## src/rtl/vcve2_pkg.sv

```systemverilog
`default_nettype none
// ============================================================================
// Module   : vcve2_pkg
// Purpose  : Shared SEW encodings, vector-sequencer state type and helpers.
// Revision : 1.0 - initial release
// ============================================================================
package vcve2_pkg;

    localparam logic [2:0] VSEW_8  = 3'b000;
    localparam logic [2:0] VSEW_16 = 3'b001;
    localparam logic [2:0] VSEW_32 = 3'b010;

    typedef enum logic [1:0] {
        VSEQ_IDLE = 2'd0,
        VSEQ_BUSY = 2'd1,
        VSEQ_DONE = 2'd2
    } vseq_state_e;

    // Byte mask for a partially filled word; rem == 0 means the word is full.
    function automatic logic [3:0] tail_mask(input logic [1:0] rem);
        return (rem == 2'd0) ? 4'hF : 4'((5'd1 << rem) - 5'd1);
    endfunction

endpackage
`default_nettype wire

```

## src/rtl/vcve2_vseq_geom.sv

```systemverilog
`default_nettype none
// ============================================================================
// Module   : vcve2_vseq_geom
// Purpose  : Combinational operation geometry: legality, last word index and
//            tail byte mask derived from vl and vsew.
// Revision : 1.0 - initial release
// ============================================================================
module vcve2_vseq_geom
    import vcve2_pkg::*;
#(
    parameter  int unsigned VLEN = 128,
    localparam int unsigned NW   = VLEN / 32,
    localparam int unsigned VLW  = $clog2(VLEN / 8) + 1,
    localparam int unsigned IW   = $clog2(NW)
) (
    input  logic [VLW-1:0] i_vl,
    input  logic [2:0]     i_vsew,
    output logic           o_legal,
    output logic           o_zero,
    output logic [IW-1:0]  o_last_idx,
    output logic [3:0]     o_tail_be
);

    // vl * 4 always fits, so no overflow on the byte count
    localparam int unsigned BW = VLW + 2;

    logic [1:0]    w_shift;
    logic          w_sew_ok;
    logic [BW-1:0] w_vlmax;
    logic [BW-1:0] w_bytes;

    always_comb begin
        w_shift  = 2'd0;
        w_sew_ok = 1'b1;
        case (i_vsew)
            VSEW_8:  w_shift = 2'd0;
            VSEW_16: w_shift = 2'd1;
            VSEW_32: w_shift = 2'd2;
            default: w_sew_ok = 1'b0;
        endcase
        w_vlmax = BW'(VLEN / 8) >> w_shift;
        w_bytes = BW'(i_vl) << w_shift;
    end

    assign o_legal    = w_sew_ok && (BW'(i_vl) <= w_vlmax);
    assign o_zero     = (i_vl == '0);
    assign o_last_idx = IW'((w_bytes - BW'(1)) >> 2);
    assign o_tail_be  = tail_mask(w_bytes[1:0]);

endmodule
`default_nettype wire

```

## src/rtl/vcve2_vec_elem_seq.sv

```systemverilog
`default_nettype none
// ============================================================================
// Module   : vcve2_vec_elem_seq
// Purpose  : Steps a vector operation word by word through the EX block.
//            Optional BUSY-cycle counter: define VCVE2_VSEQ_PERF_CNT_EN.
// Revision : 1.0 - initial release
// ============================================================================
module vcve2_vec_elem_seq
    import vcve2_pkg::*;
#(
    parameter  int unsigned VLEN = 128,
    localparam int unsigned NW   = VLEN / 32,
    localparam int unsigned VLW  = $clog2(VLEN / 8) + 1,
    localparam int unsigned IW   = $clog2(NW)
) (
    input  logic           clk_i,
    input  logic           rst_i,
    input  logic           start_i,
    input  logic [VLW-1:0] vl_i,
    input  logic [2:0]     vsew_i,
    input  logic           flush_i,
    input  logic           ex_valid_i,
    output logic           ready_o,
    output logic           ex_req_o,
    output logic           ex_first_cycle_o,
    output logic [IW-1:0]  word_idx_o,
    output logic [3:0]     byte_en_o,
    output logic           last_o,
    output logic           done_o,
    output logic           err_o
`ifdef VCVE2_VSEQ_PERF_CNT_EN
    ,
    output logic [31:0]    perf_busy_cnt_o
`endif
);

    localparam logic [1:0] c_ST_IDLE = VSEQ_IDLE;
    localparam logic [1:0] c_ST_BUSY = VSEQ_BUSY;
    localparam logic [1:0] c_ST_DONE = VSEQ_DONE;

    logic [1:0]    r_state;
    logic [IW-1:0] r_idx;
    logic [IW-1:0] r_last_idx;
    logic [3:0]    r_tail_be;
    logic          r_first;
    logic          r_err;

    logic          w_legal;
    logic          w_zero;
    logic [IW-1:0] w_last_idx;
    logic [3:0]    w_tail_be;
    logic          w_busy;
    logic          w_is_last;

    vcve2_vseq_geom #(
        .VLEN (VLEN)
    ) u_geom (
        .i_vl       (vl_i),
        .i_vsew     (vsew_i),
        .o_legal    (w_legal),
        .o_zero     (w_zero),
        .o_last_idx (w_last_idx),
        .o_tail_be  (w_tail_be)
    );

    assign w_busy    = (r_state == c_ST_BUSY);
    assign w_is_last = (r_idx == r_last_idx);

    always_ff @(posedge clk_i) begin
        if (rst_i) begin
            r_state    <= c_ST_IDLE;
            r_idx      <= '0;
            r_last_idx <= '0;
            r_tail_be  <= 4'hF;
            r_first    <= 1'b0;
            r_err      <= 1'b0;
        end else if (flush_i) begin
            r_state <= c_ST_IDLE;
            r_idx   <= '0;
            r_first <= 1'b0;
            r_err   <= 1'b0;
        end else begin
            r_err   <= 1'b0;
            r_first <= 1'b0;
            case (r_state)
                c_ST_IDLE: begin
                    if (start_i) begin
                        if (!w_legal) begin
                            r_err <= 1'b1;
                        end else if (w_zero) begin
                            r_state <= c_ST_DONE;
                        end else begin
                            r_state    <= c_ST_BUSY;
                            r_idx      <= '0;
                            r_last_idx <= w_last_idx;
                            r_tail_be  <= w_tail_be;
                            r_first    <= 1'b1;
                        end
                    end
                end
                c_ST_BUSY: begin
                    if (ex_valid_i) begin
                        if (w_is_last) begin
                            r_state <= c_ST_DONE;
                            r_idx   <= '0;
                        end else begin
                            r_idx   <= r_idx + IW'(1);
                            r_first <= 1'b1;
                        end
                    end
                end
                c_ST_DONE: r_state <= c_ST_IDLE;
                default:   r_state <= c_ST_IDLE;
            endcase
        end
    end

    assign ready_o          = (r_state == c_ST_IDLE);
    assign ex_req_o         = w_busy;
    assign ex_first_cycle_o = r_first;
    assign word_idx_o       = r_idx;
    assign last_o           = w_busy && w_is_last;
    assign byte_en_o        = !w_busy ? 4'h0 : (w_is_last ? r_tail_be : 4'hF);
    assign done_o           = (r_state == c_ST_DONE);
    assign err_o            = r_err;

`ifdef VCVE2_VSEQ_PERF_CNT_EN
    logic [31:0] r_perf_busy_cnt;

    // Saturates rather than wraps; only reset clears it, flush does not.
    always_ff @(posedge clk_i) begin
        if (rst_i) begin
            r_perf_busy_cnt <= '0;
        end else if (w_busy && (r_perf_busy_cnt != '1)) begin
            r_perf_busy_cnt <= r_perf_busy_cnt + 32'd1;
        end
    end

    assign perf_busy_cnt_o = r_perf_busy_cnt;
`endif

endmodule
`default_nettype wire

```

## config.mk

```make
export PLATFORM = sky130hd
export DESIGN_NAME = vcve2_vec_elem_seq
export DESIGN_NICKNAME = d
export VERILOG_FILES = /design/src/rtl/vcve2_pkg.sv /design/src/rtl/vcve2_vseq_geom.sv /design/src/rtl/vcve2_vec_elem_seq.sv
export SDC_FILE = /design/constraint.sdc
export NUM_CORES = 1
export LEC_CHECK = 0
export ABC_AREA = 1
export BUFFER_PORTS_ARGS = -buffer_cell sky130_fd_sc_hd__clkbuf_2
export CORE_MARGIN = 5
export CORE_UTILIZATION = 35
export CTS_CLUSTER_SIZE = 24
export DETAILED_ROUTE_END_ITERATION = 10
export GPL_TIMING_DRIVEN = 0
export REMOVE_ABC_BUFFERS = 1
export SYNTH_ARGS = -nofsm -noshare
export SYNTH_HDL_FRONTEND = slang
export SYNTH_HIERARCHICAL = 1
export SYNTH_SLANG_ARGS = --single-unit
```

## constraint.sdc

```tcl
create_clock -name clk_i -period 1.73 [get_ports clk_i]
set_input_delay 0.0865 -clock clk_i [delete_from_list [all_inputs] [get_ports clk_i]]
set_output_delay 0.0865 -clock clk_i [all_outputs]
set_load 0.01 [all_outputs]
```

==> results of run 1 <==
[state kept, by name (all words and copies together) (netlist names)]
name / cells
r_tail_be: 4
r_last_idx: 2
err_o: 1
r_state: 2
ex_first_cycle_o: 1
word_idx_o: 2
[cell type report]
cell class	count	area [um^2]
fill	290	1420
multi-input combinational	110	724
sequential	12	240
timing repair buffer	28	169
inverter	21	83.8
tap	31	38.8
clock buffer	4	36.3
[cell families (layout without fill, tap and decap cells)]
| group | count (synthesis) | after routing |
|---|---|---|
| AO/OA/AOI/OAI | 11 | 11 |
| XOR/XNOR | 3 | 3 |
| adder cells (fa/ha/maj) | 7 | 7 |
| buffers and inverters | 22 | 53 |
| flip-flops | 12 | 12 |
| other | 1 | 2 |
| AND/OR/NAND/NOR | 87 | 87 |
[what timing repair did]
action,4_1_cts,5_1_grt
endpoints found under the setup margin,10,10
gates resized for setup,4,18
buffers inserted,1,3
pin swaps,2,14
[path summary, 6_finish.rpt]
| check | from | end | slack, ns | depth (start not counted) |
|---|---|---|---|---|
| worst max-delay path | vsew_i[0] | word_idx_o[1] | 0.06 | 15 |
| worst min-delay path | start_i | err_o | 0.07 | 3 |
| worst max register to register | r_state[1] | word_idx_o[1] | 0.51 | 7 |
| worst min register to register | r_tail_be[3] | r_tail_be[3] | 0.48 | 2 |
[metal layers]
metal,up-vias,routed length [um],global-route usage
li1,518,-,-
met1,424,964,0.129
met2,19,1190,0.218
met3,0,75,0.0198
met4,0,0,0.0398
met5,-,0,0
[where the power goes]
group | internal [W] | total [W] | switching [W]
clock | 0.000128 | 0.000217 | 0.0000898
combinational | 0.0000901 | 0.000213 | 0.000123
sequential | 0.000285 | 0.000293 | 0.00000711
[per-stage QoR]
stage	setup TNS [ns]	total power [W]
5_1_grt	-0.0499	0.000769
3_5_place_dp	-3.94	0.000481
4_1_cts	0	0.000708
2_1_floorplan	-0.00650	0.000425
3_3_place_gp	-3.44	0.000475
6_report	0	0.000723
[cells in the final DEF, fill, tap and decap left out, types with 3 or more instances in the layout]
cell type and n:
sky130_fd_sc_hd__nand2_4 6, sky130_fd_sc_hd__inv_1 15, sky130_fd_sc_hd__nor3_1 3, sky130_fd_sc_hd__nand3_1 12
sky130_fd_sc_hd__clkbuf_4 3, sky130_fd_sc_hd__ha_4 3, sky130_fd_sc_hd__nand2_1 34, sky130_fd_sc_hd__dfxtp_1 12
sky130_fd_sc_hd__nor2_4 5, sky130_fd_sc_hd__ha_1 4, sky130_fd_sc_hd__xnor2_1 3, sky130_fd_sc_hd__clkbuf_2 21
sky130_fd_sc_hd__buf_4 5, sky130_fd_sc_hd__a21oi_1 4, sky130_fd_sc_hd__nand2_2 6, sky130_fd_sc_hd__nand4_1 4
sky130_fd_sc_hd__inv_2 5, sky130_fd_sc_hd__nor2_1 11
[critical path: cells and delay by family]
| kind | cells | cell delay [ns] |
|---|---|---|
| simple gates | 11 | 1.11 |
| fa+ha+maj | 1 | 0.27 |
| compound gates | 1 | 0.19 |
| buf+inv | 2 | 0.18 |
==> results.md, run 1 <==
- The run finished with clean final reports.
- CTS built an H-tree with a depth of 1.
- The placeable core region is between 2000 and 3000 um^2.
- After detailed routing, the number of remaining DRC violations is 0.
- After synthesis, the share of flip-flops with an asynchronous set or reset is 0.
- The complex-gate fraction of the synthesized area is 0.0639.
- The largest driver fanout on the critical path is 5.
- The detailed router finished its first iteration with 28 violations.
- Prior to clock tree synthesis, the placed netlist has a worst setup slack of -0.414 ns.
- For this run, the post-layout net count is slightly below 200.
- Dividing the final minimum period by the clock period gives 0.967.
- Using the TritonRoute via totals, the vias-per-cell ratio works out to between 4 and 5.
- The instance area after placement is about 1100 um^2.
- The number of warning messages in the yosys log is 6.
- After detailed placement, the design holds a cell count of between 150 and 200.
- Setup violations remaining at the end of the flow were counted as 0.
- The power density over cell area is between 500 and 600 nW/um^2.
- In the synthesized netlist, the cells that appear most often are sky130_fd_sc_hd__nand2_1, sky130_fd_sc_hd__inv_1, sky130_fd_sc_hd__nand3_1.
- The pin count of the biggest net entering global routing is 8.
- Between clock sinks in the finished design, the worst skew comes to between 0.0015 and 0.002 ns.
- The sort of element at the end of the critical path is a flop.
- The worst setup path category is primary input to flop.
- The post-detailed-placement half-perimeter wirelength is between 1500 and 2000 um.
- The main combinational cell family by area after synthesis is simple AND/OR/NAND/NOR gates.
- The maximum VDD drop is just under 0.4 mV.
- TritonCTS built the clock tree.
- The total detailed-routing wirelength is 2230 um.
- For the worst setup path, the data required time is between 1.5 and 2 ns.
- The count of antenna diodes in the layout is 0.
- The average wire per cell in the routed design is 10.8 um.
- The average instance in the mapped netlist occupies 6.84 um^2.
- After synthesis, the share of cell area in mux cells is 0.
- The total die area is 3950 um^2.
- Static timing analysis puts the maximum clock frequency at roughly 0.6 GHz.
- The floorplan has 19 rows.
- The starting density of the core is 0.361.
- In the synthesized netlist, the number of instances is around 140.
- The combined global-route utilization of all metal layers is 0.116.
- The hold violation count in the final report is 0.
- The number of enable flip-flop cells after synthesis is 0.
- The height of the die is approximately 63 um.
- In this run the remaining antenna-violating nets after routing total 0.
- Counting stages on the worst path, the most repeated cell is sky130_fd_sc_hd__nand2_4.
- Across all setup checks in the final design, the least slack found is 0.0570 ns.
- The data arrival time of the worst path is roughly 1.8 ns.
- The count of TritonRoute iterations in the first routing pass is 4.
- The area of the mapped netlist is around 980 um^2.
- The worst-case hold slack is between 0.06 and 0.07 ns.
- The signal on the critical path passes through buf_4, inv_2, nand3_4, nand2_4, ha_4, nand4_1, or2_1, a21oi_2, nand2_2, nand2_4, nand2_4, nor2_4, nand3_2, nand2_1, nor2_1.
- The number of buffers added to fix hold violations after cts is 0.
- The clock passes through at most 2 buffers.
- Summing over every cut layer, the via total after detailed routing is around 960.
- By instance count, the leading cell after synthesis is sky130_fd_sc_hd__nand2_1.
- The time the worst path needs with I/O delays and setup is around 1.7 ns.
- At the end of the flow the core is filled with cells to 0.477.
- The first global-routing pass estimated between 3000 and 4000 um of wire.
- The number of clock buffers added by TritonCTS is 3.
- The total count of max-transition violations in the final report is 0.
- The top cell type's share of synthesized area is 0.246.
- The clock slew at the register clock pins of the worst setup and hold paths is 0.08 ns.
- The layout-stage area growth over the synthesis result is 32.1%.
- The reported max-cap violation count is 0.
- The min-delay analysis places its worst path in the category primary input to flop.
- The via count of the first global-routing pass came to 981.
- The leakage power total is about 0.67 nW.
- The delay of the slowest cell on the worst path is between 0.2 and 0.3 ns.
- The simple-gate share of the synthesized area is 0.477.
- The number of clock sinks is 12.
- The final global-route overflow total is 0.
- Leaving out filler cells and counting taps, the final layout contains 206.
- In the final layout, the share of cells above drive strength 1 is 0.360.
- The sequential element share of the synthesized area is 0.246.
- The source-to-sink clock delay at the later pin of the worst-skew pair is between 0.2 and 0.3 ns.
- The type of origin of the critical path is a primary input.
- At the end of routability-driven placement, the weighted congestion stood at roughly 0.83.
- In this run the clock root is driven by a sky130_fd_sc_hd__clkbuf_4.
- The most common flop cell mapped by yosys is sky130_fd_sc_hd__dfxtp_1.
- During placement, the flow inserted port buffers numbering 24.
- The number of different library cells used by synthesis comes to 27.
- The arithmetic-cell share of the synthesized area counting full adders, half adders and majority gates is 0.0895.
- The synthesis-stage register bit count is 12.
- The worst-path cell with the longest stage delay is sky130_fd_sc_hd__ha_4.
- The initial antenna violation count is 0.
- The number of top-level pins is 25.
- After routing the design area is roughly 1300 um^2.
- In this run the horizontal extent of the chip is ~63 um.
- The synthesized-area fraction occupied by xor and xnor cells is 0.0269.
- By area the synthesized netlist is led by sky130_fd_sc_hd__dfxtp_1, sky130_fd_sc_hd__nand2_1, sky130_fd_sc_hd__ha_1.
- The cell accounting for the most synthesized area is sky130_fd_sc_hd__dfxtp_1.
Power figures use the tool's default switching activity.
==> run 2: changes to the inputs <==
MAX_ROUTING_LAYER = met4   (was unset)
SYNTH_HIERARCHICAL = unset   (was 1)
==> run 2 against run 1 <==
Effect of this change: register-to-register slack got worse by 0.21 ns; wire length decreased by 12%; clock skew up 0.00093 ns; global-route usage up 1.1 points; maximum frequency rose by 12%; synthesized area fell by 9.3%; worst hold slack got worse by 0.012 ns; first-iteration DRC count shrank 3.6%; synthesized cell count grew 2.8%; critical path depth up 1; core utilization shrank 3.5 points; critical path type unchanged.
==> results.md, run 2 <==
- The flow ran to the end, and the final reports show no timing, DRC or antenna violations.
- The share of the core filled with cells is 0.442.
- The register with the most flip-flops in the layout has 3 of them.
- The most common flop cell mapped by yosys is sky130_fd_sc_hd__dfxtp_1.
- The source-to-sink clock delay at the later pin of the worst-skew pair is around 0.27 ns.
- The die outline width is between 60 and 70 um.
- Yosys instantiated no cell more often than sky130_fd_sc_hd__nand2_1.
- The number of different library cells in the post-synthesis netlist is 22.
- After synthesis, the share of flip-flops with an asynchronous set or reset is 0.
- The worst min-delay path category is primary input to flop.
- In the final routed layout, each cell accounts on average for roughly 9.5 um.
- The sort of element at the end of the critical path is a flop.
- For this run, the detailed router's first-pass iteration total came to 4.
- The internal portion of the total power is around 0.00042 W.
- Of the total power, combinational logic draws 0.285.
- Clock tree synthesis inserted a total of 3 buffers.
- The critical path data required time is 1.90 ns.
- The maximum clock path buffer count is 2.
- Counting flops and latches in the post-synthesis netlist gives 11.
- Summed over all cells, the static leakage comes to 0.614 nW.
- In the layout the commonest cells are sky130_fd_sc_hd__nand2_1, sky130_fd_sc_hd__clkbuf_2, sky130_fd_sc_hd__inv_1.
- The placeable core region is around 2500 um^2.
- Setup repair after global routing left no endpoint under its margin.
- The most numerous cell type found on the critical path is sky130_fd_sc_hd__nand2_1.
- Summing internal, switching and leakage power gives around 0.00063 W.
- The power density over cell area is 576 nW/um^2.
- The cell count of the worst reg-to-reg path is 8.
- On the final layout, the worst clock skew is ~0.0026 ns.
- Yosys mapped a number of flops with a built-in enable equal to 0.
- The area growth from synthesis to layout is 22.4%.
- The hold violation count in the final report came to 0.
- Walking the worst path, the cells encountered are clkbuf_2, inv_1, nand3_4, nand2_1, ha_1, nand2_1, inv_1, nand2_1, nand3_1, nand2_1, nand2_1, nand2_1, nand3_1, nand2_1, nand2_1, nor2_1.
- CTS built an H-tree with a depth of 1.
- The total DRC errors in the routed layout is 0.
- The post-detailed-placement half-perimeter wirelength is 1670 um.
- The maximum VDD drop is around 0.28 mV.
- The total placed cells including tap cells is about 200.
- The total count of max-transition violations in the final report is 0.
- TritonCTS built the clock tree.
- Counting every instance in the synthesized netlist gives between 100 and 150.
- Counting instances in the post-synthesis netlist gives the leading cell types as sky130_fd_sc_hd__nand2_1, sky130_fd_sc_hd__inv_1, sky130_fd_sc_hd__nor2_1.
- The count of buffers from port buffering is 24.
- The final antenna-violating net count is 0.
- The routability-driven placement congestion ratio is 0.868.
- The detailed router finished its first iteration with 27 violations.
- Yosys printed 0 warnings.
- The via count of the first global-routing pass was slightly below 900.
- For this run, the total global-route usage over all layers was measured as 0.127.
- The buffer type at the clock tree root is sky130_fd_sc_hd__clkbuf_4.
- Summed over all nets, the switching power comes to between 0.0002 and 0.00025 W.
- The floorplan has 18 rows.
- The wire length of the first global-routing pass is between 3000 and 4000 um.
- The initial utilization of the core area, before any placement, comes to 0.361.
- The routed layout has ~950 vias.
- The reported max-cap violation count is 0.
- Setup violations remaining at the end of the flow were counted as 0.
- Static timing analysis puts the maximum clock frequency at about 0.67 GHz.
- The final global-route overflow total is 0.
- The floorplan step set the die height to approximately 60 um.
- Data arrives at the worst endpoint at 1.66 ns.
- Of the available clock period, the critical path in the final layout requires 0.861.
- The cell count of the worst hold path is 2.
- On the final layout, the worst hold slack is roughly 0.056 ns.
- Of the total power, the share spent switching nets is 0.330.
- The count of cells in the finished layout, fillers not included, comes to a little over 200.
- Summed over all failing endpoints, the final setup total negative slack is 0 ns.
- Entering global routing, the biggest net connects 9 pins.
- By area the synthesized netlist is led by sky130_fd_sc_hd__dfxtp_1, sky130_fd_sc_hd__nand2_1, sky130_fd_sc_hd__inv_1.
- Using the TritonRoute via totals, the vias-per-cell ratio works out to around 4.6.
- The type of origin of the critical path is a primary input.
- The worst setup path category is primary input to flop.
- The total die area is roughly 3600 um^2.
- The area of the mapped netlist is a little under 900 um^2.
- For this run, the register share of the synthesized area comes to 0.248.
- Counting I/O delays and the setup requirement, the final critical path takes roughly 1.5 ns.
- For this run, the slowest stage of the critical path takes 0.29 ns.
- The share of synthesized area in the top cell type comes to 0.248.
- The largest driver fanout on the critical path is 7.
- Wires add up to roughly 2000 um.
- The most common cell after layout, fill and taps aside is sky130_fd_sc_hd__nand2_1.
- Of the total power, registers draw 0.429.
- Of the cells placed in the final design, the portion with a size suffix greater than 1 is 0.229.
- Of the total power, the clock network draws 0.286.
- The cell accounting for the most synthesized area is sky130_fd_sc_hd__dfxtp_1.
- The initial antenna violation count is 0.
- In this run the count of I/O pins placed on the die edge is 25.
- CTS saw 11 sinks.
- The clock slew at the register clock pins of the worst setup and hold paths is about 0.07 ns.
- On the critical path, the stage with the largest delay is an instance of sky130_fd_sc_hd__ha_1.
- The repair_antennas step left the layout with diodes totalling 0.
- The largest register by flop count is r_tail_be.
- Post-CTS timing repair inserted 0 buffers for setup.
- The mean instance size in the synthesized netlist is 6.03 um^2.
- The final net count is slightly below 200.
[run 2: cell count changes after synthesis, sizes merged, moves of 2 or more]
cell   previous run  this run
nor3              3         1
nand2            46        50
inv              20        25
a21oi             5         8
xnor2             3         1
[run 2: worst paths after layout]
kind                 from             to  slack, ns
min reg2reg  r_tail_be[3]   r_tail_be[3]       0.45
min                 rst_i  r_last_idx[0]       0.06
max             vsew_i[1]  word_idx_o[1]       0.24
max reg2reg    r_state[1]   r_tail_be[1]       0.30
[run 2: critical path: cells and delay by family]
kind / cells / cell delay, ns
buf+inv: 3 / 0.29
simple gates: 12 / 0.97
fa+ha+maj: 1 / 0.29
[run 2: timing repair]
| action | 4_1_cts | 5_1_grt |
|---|---|---|
| hold buffers | 0 | 0 |
| gates resized for setup | 0 | 3 |
| endpoints found under the setup margin | 0 | 1 |
[run 2: layout make-up]
cell class,instances,area [um^2]
fill,269,1370
multi-input combinational,111,588
sequential,11,220
timing repair buffer,24,120
inverter,25,93.8
tap,30,37.5
clock buffer,4,26.3
[run 2: per-layer routing]
layer	global-route usage	part of all wire	wire length, um
met1	0.149	0.47	918
met4	0.0665	0.013	25
met3	0.0191	0.037	72
met2	0.210	0.48	940
met5	-	0	0
[run 2: cell families after synthesis]
family,share of synthesized area
AOI/OAI and AO/OA,0.0832
other,0.00423
xor gates and xnor gates,0.00987
DFF,0.248
adders and majority gates,0.0846
buffers and inverters,0.106
and+or+nand+nor,0.464
[run 2: per-stage QoR]
step / area [um^2] / worst slack (ns)
floorplan: 887 / 0.249
global placement: 1040 / -0.00380
detailed placement: 1040 / -0.0765
CTS: 1070 / 0.206
global route: 1090 / 0.0233
finish: 1090 / 0.240
[run 2: power groups by stage]
stage,Combinational [W],Clock [W],Sequential (W)
5_1_grt,0.000207,0.000201,0.000270
3_5_place_dp,0.000175,0,0.000274
4_1_cts,0.000176,0.000183,0.000268
6_report,0.000178,0.000179,0.000268
3_3_place_gp,0.000172,0,0.000274
2_1_floorplan,0.000121,0,0.000275
==> run 3: changes to the inputs <==
BUFFER_PORTS_ARGS = unset   (was -buffer_cell sky130_fd_sc_hd__clkbuf_2)
DONT_BUFFER_PORTS = 1   (was unset)
GPL_TIMING_DRIVEN = unset   (was 0)
==> run 3 against run 2 <==
Effect of this change: die area unchanged; maximum frequency grew 1.2%; register-to-register slack lost 0.04 ns; critical path depth is 8 lower; total power shrank 4.1%; non-clock buffer count down 18; sequential cell count unchanged; largest cell class unchanged; cell area is 7.6% lower; via count fell by 5.5%; cell count is 8.8% lower; count of clock-buffer cells in the layout unchanged.
==> results.md, run 3 (same netlist as run 2, synthesis figures left out) <==
- Counting cells, the worst reg-to-reg path comes to 8.
- The largest driver fanout on the critical path is 6.
- In this run the power density over the cells is about 600 nW/um^2.
- The switching share of power is 0.316.
- Counting the buffers created by CTS gives 3.
- The total die area is between 3000 and 4000 um^2.
- The starting density of the core is 0.361.
- By startpoint and endpoint, the worst setup path is classified as flop to flop.
- Gates resized during post-CTS repair numbered 0.
- The final total negative setup slack is 0 ns.
- The sort of element at the end of the critical path is a flop.
- Setup repair after global routing left no endpoint under its margin.
- The cell count of the worst hold path is 3.
- Compared with the post-synthesis result, the final layout area differs by 13.1%.
- Leaving out fill and tap cells, the most frequent cells in the layout are sky130_fd_sc_hd__nand2_1, sky130_fd_sc_hd__inv_1, sky130_fd_sc_hd__nor2_1.
- After clock tree synthesis, the flow added hold-fix buffers numbering 3.
- The source-to-sink clock delay at the later pin of the worst-skew pair is between 0.2 and 0.3 ns.
- Across every metal layer, demand over resource in global routing totals 0.126.
- The placeable core region is approximately 2500 um^2.
- Ranked by flip-flop count, first place goes to r_tail_be.
- In this run the horizontal extent of the chip is between 60 and 70 um.
- The run finished with clean final reports.
- The number of placement rows is 18.
- The reported max-cap violation count is 0.
- The path with the worst hold slack has its endpoint at word_idx_o[1].
- The total count of max-transition violations in the final report is 0.
- The height of the die is roughly 60 um.
- The startpoint identified for the worst hold timing path is rst_i.
- Of the total power, the clock network draws 0.292.
- The H-tree depth is 1.
- The startpoint identified for the worst register-to-register timing path is r_state[1].
- The sequential share of power is 0.451.
- Of the total power, combinational logic draws 0.257.
- At the worst endpoint, the required time is roughly 1.9 ns.
- Counting I/O delays and the setup requirement, the final critical path takes roughly 1.5 ns.
- The clock slew at the register clock pins of the worst setup and hold paths is ~0.070 ns.
- The via count of the first global-routing pass is around 890.
- The routed layout has 900 vias.
- The library cell used most frequently in the layout, excluding fill and tap cells, is sky130_fd_sc_hd__nand2_1.
- The internal power is 0.000410 W.
- The detailed router finished its first iteration with 31 violations.
- The average wire per cell in the routed design is roughly 11 um.
- Static timing analysis puts the maximum clock frequency at around 0.68 GHz.
- At the end of routability-driven placement, the weighted congestion stood at approximately 0.83.
- The combined flip-flop and latch cell area is 220 um^2.
- Dividing the final minimum period by the clock period gives 0.851.
- The first global-routing pass estimated between 3000 and 4000 um of wire.
- The setup check on the worst reg-to-reg path leaves a slack of 0.26 ns.
- Entering global routing, the biggest net connects 8 pins.
- The register with the most flip-flops in the layout has 3 of them.
- In this run the worst hold path is classified as primary input to flop.
- The setup-violating endpoint count in the final report is 0.
- The type of origin of the critical path is a flop.
- The power spent charging and discharging nets is 0.000190 W.
- The worst-case hold slack is roughly 0.021 ns.
- CTS saw 11 sinks.
- The multi-input logic area is 573 um^2.
- After detailed routing, the number of vias per cell comes to roughly 4.8.
- The final-layout fill cell count is 276.
- The tree is rooted in a sky130_fd_sc_hd__clkbuf_4.
- For this run, design rule violations remaining after detail routing come to 0.
- The reg-to-reg critical path endpoint is r_tail_be[2].
- The maximum clock path buffer count is 2.
- 25 I/O pins were placed.
- The final antenna-violating net count is 0.
- The hold violation count in the final report came to 0.
- The maximum VDD drop is a little over 0.3 mV.
- The net count of the finished layout is roughly 180.
- The initial antenna violation count is 0.
- Global routing finished with a remaining overflow of 0.
- In this run the static leakage power is 0.536 nW.
- The maximum clock skew at final layout is between 0.003 and 0.004 ns.
- For the worst setup path, the data arrival time is 1.63 ns.
- The first detailed-routing pass took 4 iterations.
- The post-detailed-placement half-perimeter wirelength is around 1600 um.
- The count of buffers from port buffering is 0.
- After detailed routing, the total wire length is ~2000 um.
- The count of antenna diodes in the layout is 0.
- In the final layout, the share of cells above drive strength 1 is 0.115.
- The post-CTS setup buffer count is 0.
- TritonCTS built the clock tree.
==> run 3: cell types whose count changed in the layout (fill, tap and decap cells not counted), sizes merged <==
cell | before | now
dlygate4sd3 | 0 | 3
clkbuf | 28 | 4
buf | 0 | 3
==> run 3: per-stage QoR <==
step	setup WS, ns	total power, W	utilization	cell area [um^2]	cells
2_1_floorplan	0.249	0.000396	-	887	147
3_3_place_gp	0.161	0.000422	0.386	947	180
3_5_place_dp	0.0933	0.000425	0.386	947	180
4_1_cts	0.257	0.000608	0.409	1000	187
5_1_grt	0.0847	0.000648	0.409	1000	187
6_report	0.258	0.000600	0.409	1000	187
==> run 3: critical path, stage by stage, from the launching register on <==
cell and delay (ns):
sky130_fd_sc_hd__dfxtp_1 0.35, sky130_fd_sc_hd__inv_1 0.14, sky130_fd_sc_hd__nand2_1 0.09, sky130_fd_sc_hd__nor2_1 0.15, sky130_fd_sc_hd__nand3b_1 0.14, sky130_fd_sc_hd__nor2_4 0.18
sky130_fd_sc_hd__inv_2 0.08, sky130_fd_sc_hd__a21oi_1 0.13, sky130_fd_sc_hd__o21ai_1 0.08
==> run 3: power groups by stage <==
stage                     Combinational, W  Sequential [W]  Clock, W
final                             0.000154        0.000271  0.000175
after global routing              0.000182        0.000272  0.000194
after CTS                         0.000156        0.000271  0.000182
after detailed placement          0.000148        0.000277         0
after global placement            0.000146        0.000277         0
after floorplan                   0.000121        0.000275         0
==> run 3: layout make-up <==
| class | count | area share |
|---|---|---|
| Multi-Input combinational cell | 111 | 0.571 |
| Timing Repair Buffer | 6 | 0.0524 |
| Clock buffer | 4 | 0.0262 |
| Sequential cell | 11 | 0.219 |
| Tap cell | 30 | 0.0374 |
| Inverter | 25 | 0.0935 |
==> run 3: worst max-delay path by stage <==
stage | from | end | slack (ns) | cells after the start
final | r_state[1] | r_tail_be[2] | 0.26 | 8
after floorplan | vsew_i[2] | r_tail_be[1] | 0.25 | 14
after detailed placement | vsew_i[2] | r_tail_be[2] | 0.09 | 14
after global routing | r_state[1] | r_tail_be[2] | 0.08 | 8
after CTS | r_state[1] | r_tail_be[2] | 0.26 | 8
after global placement | vsew_i[2] | r_tail_be[2] | 0.16 | 14
==> run 3: routing by layer <==
layer / vias up / routed length [um] / global-route usage
met3: 4 / 123 / 0.0149
met1: 395 / 848 / 0.141
li1: 484 / - / -
met5: - / 0 / -
met2: 17 / 954 / 0.218
met4: 0 / 42 / 0.0665
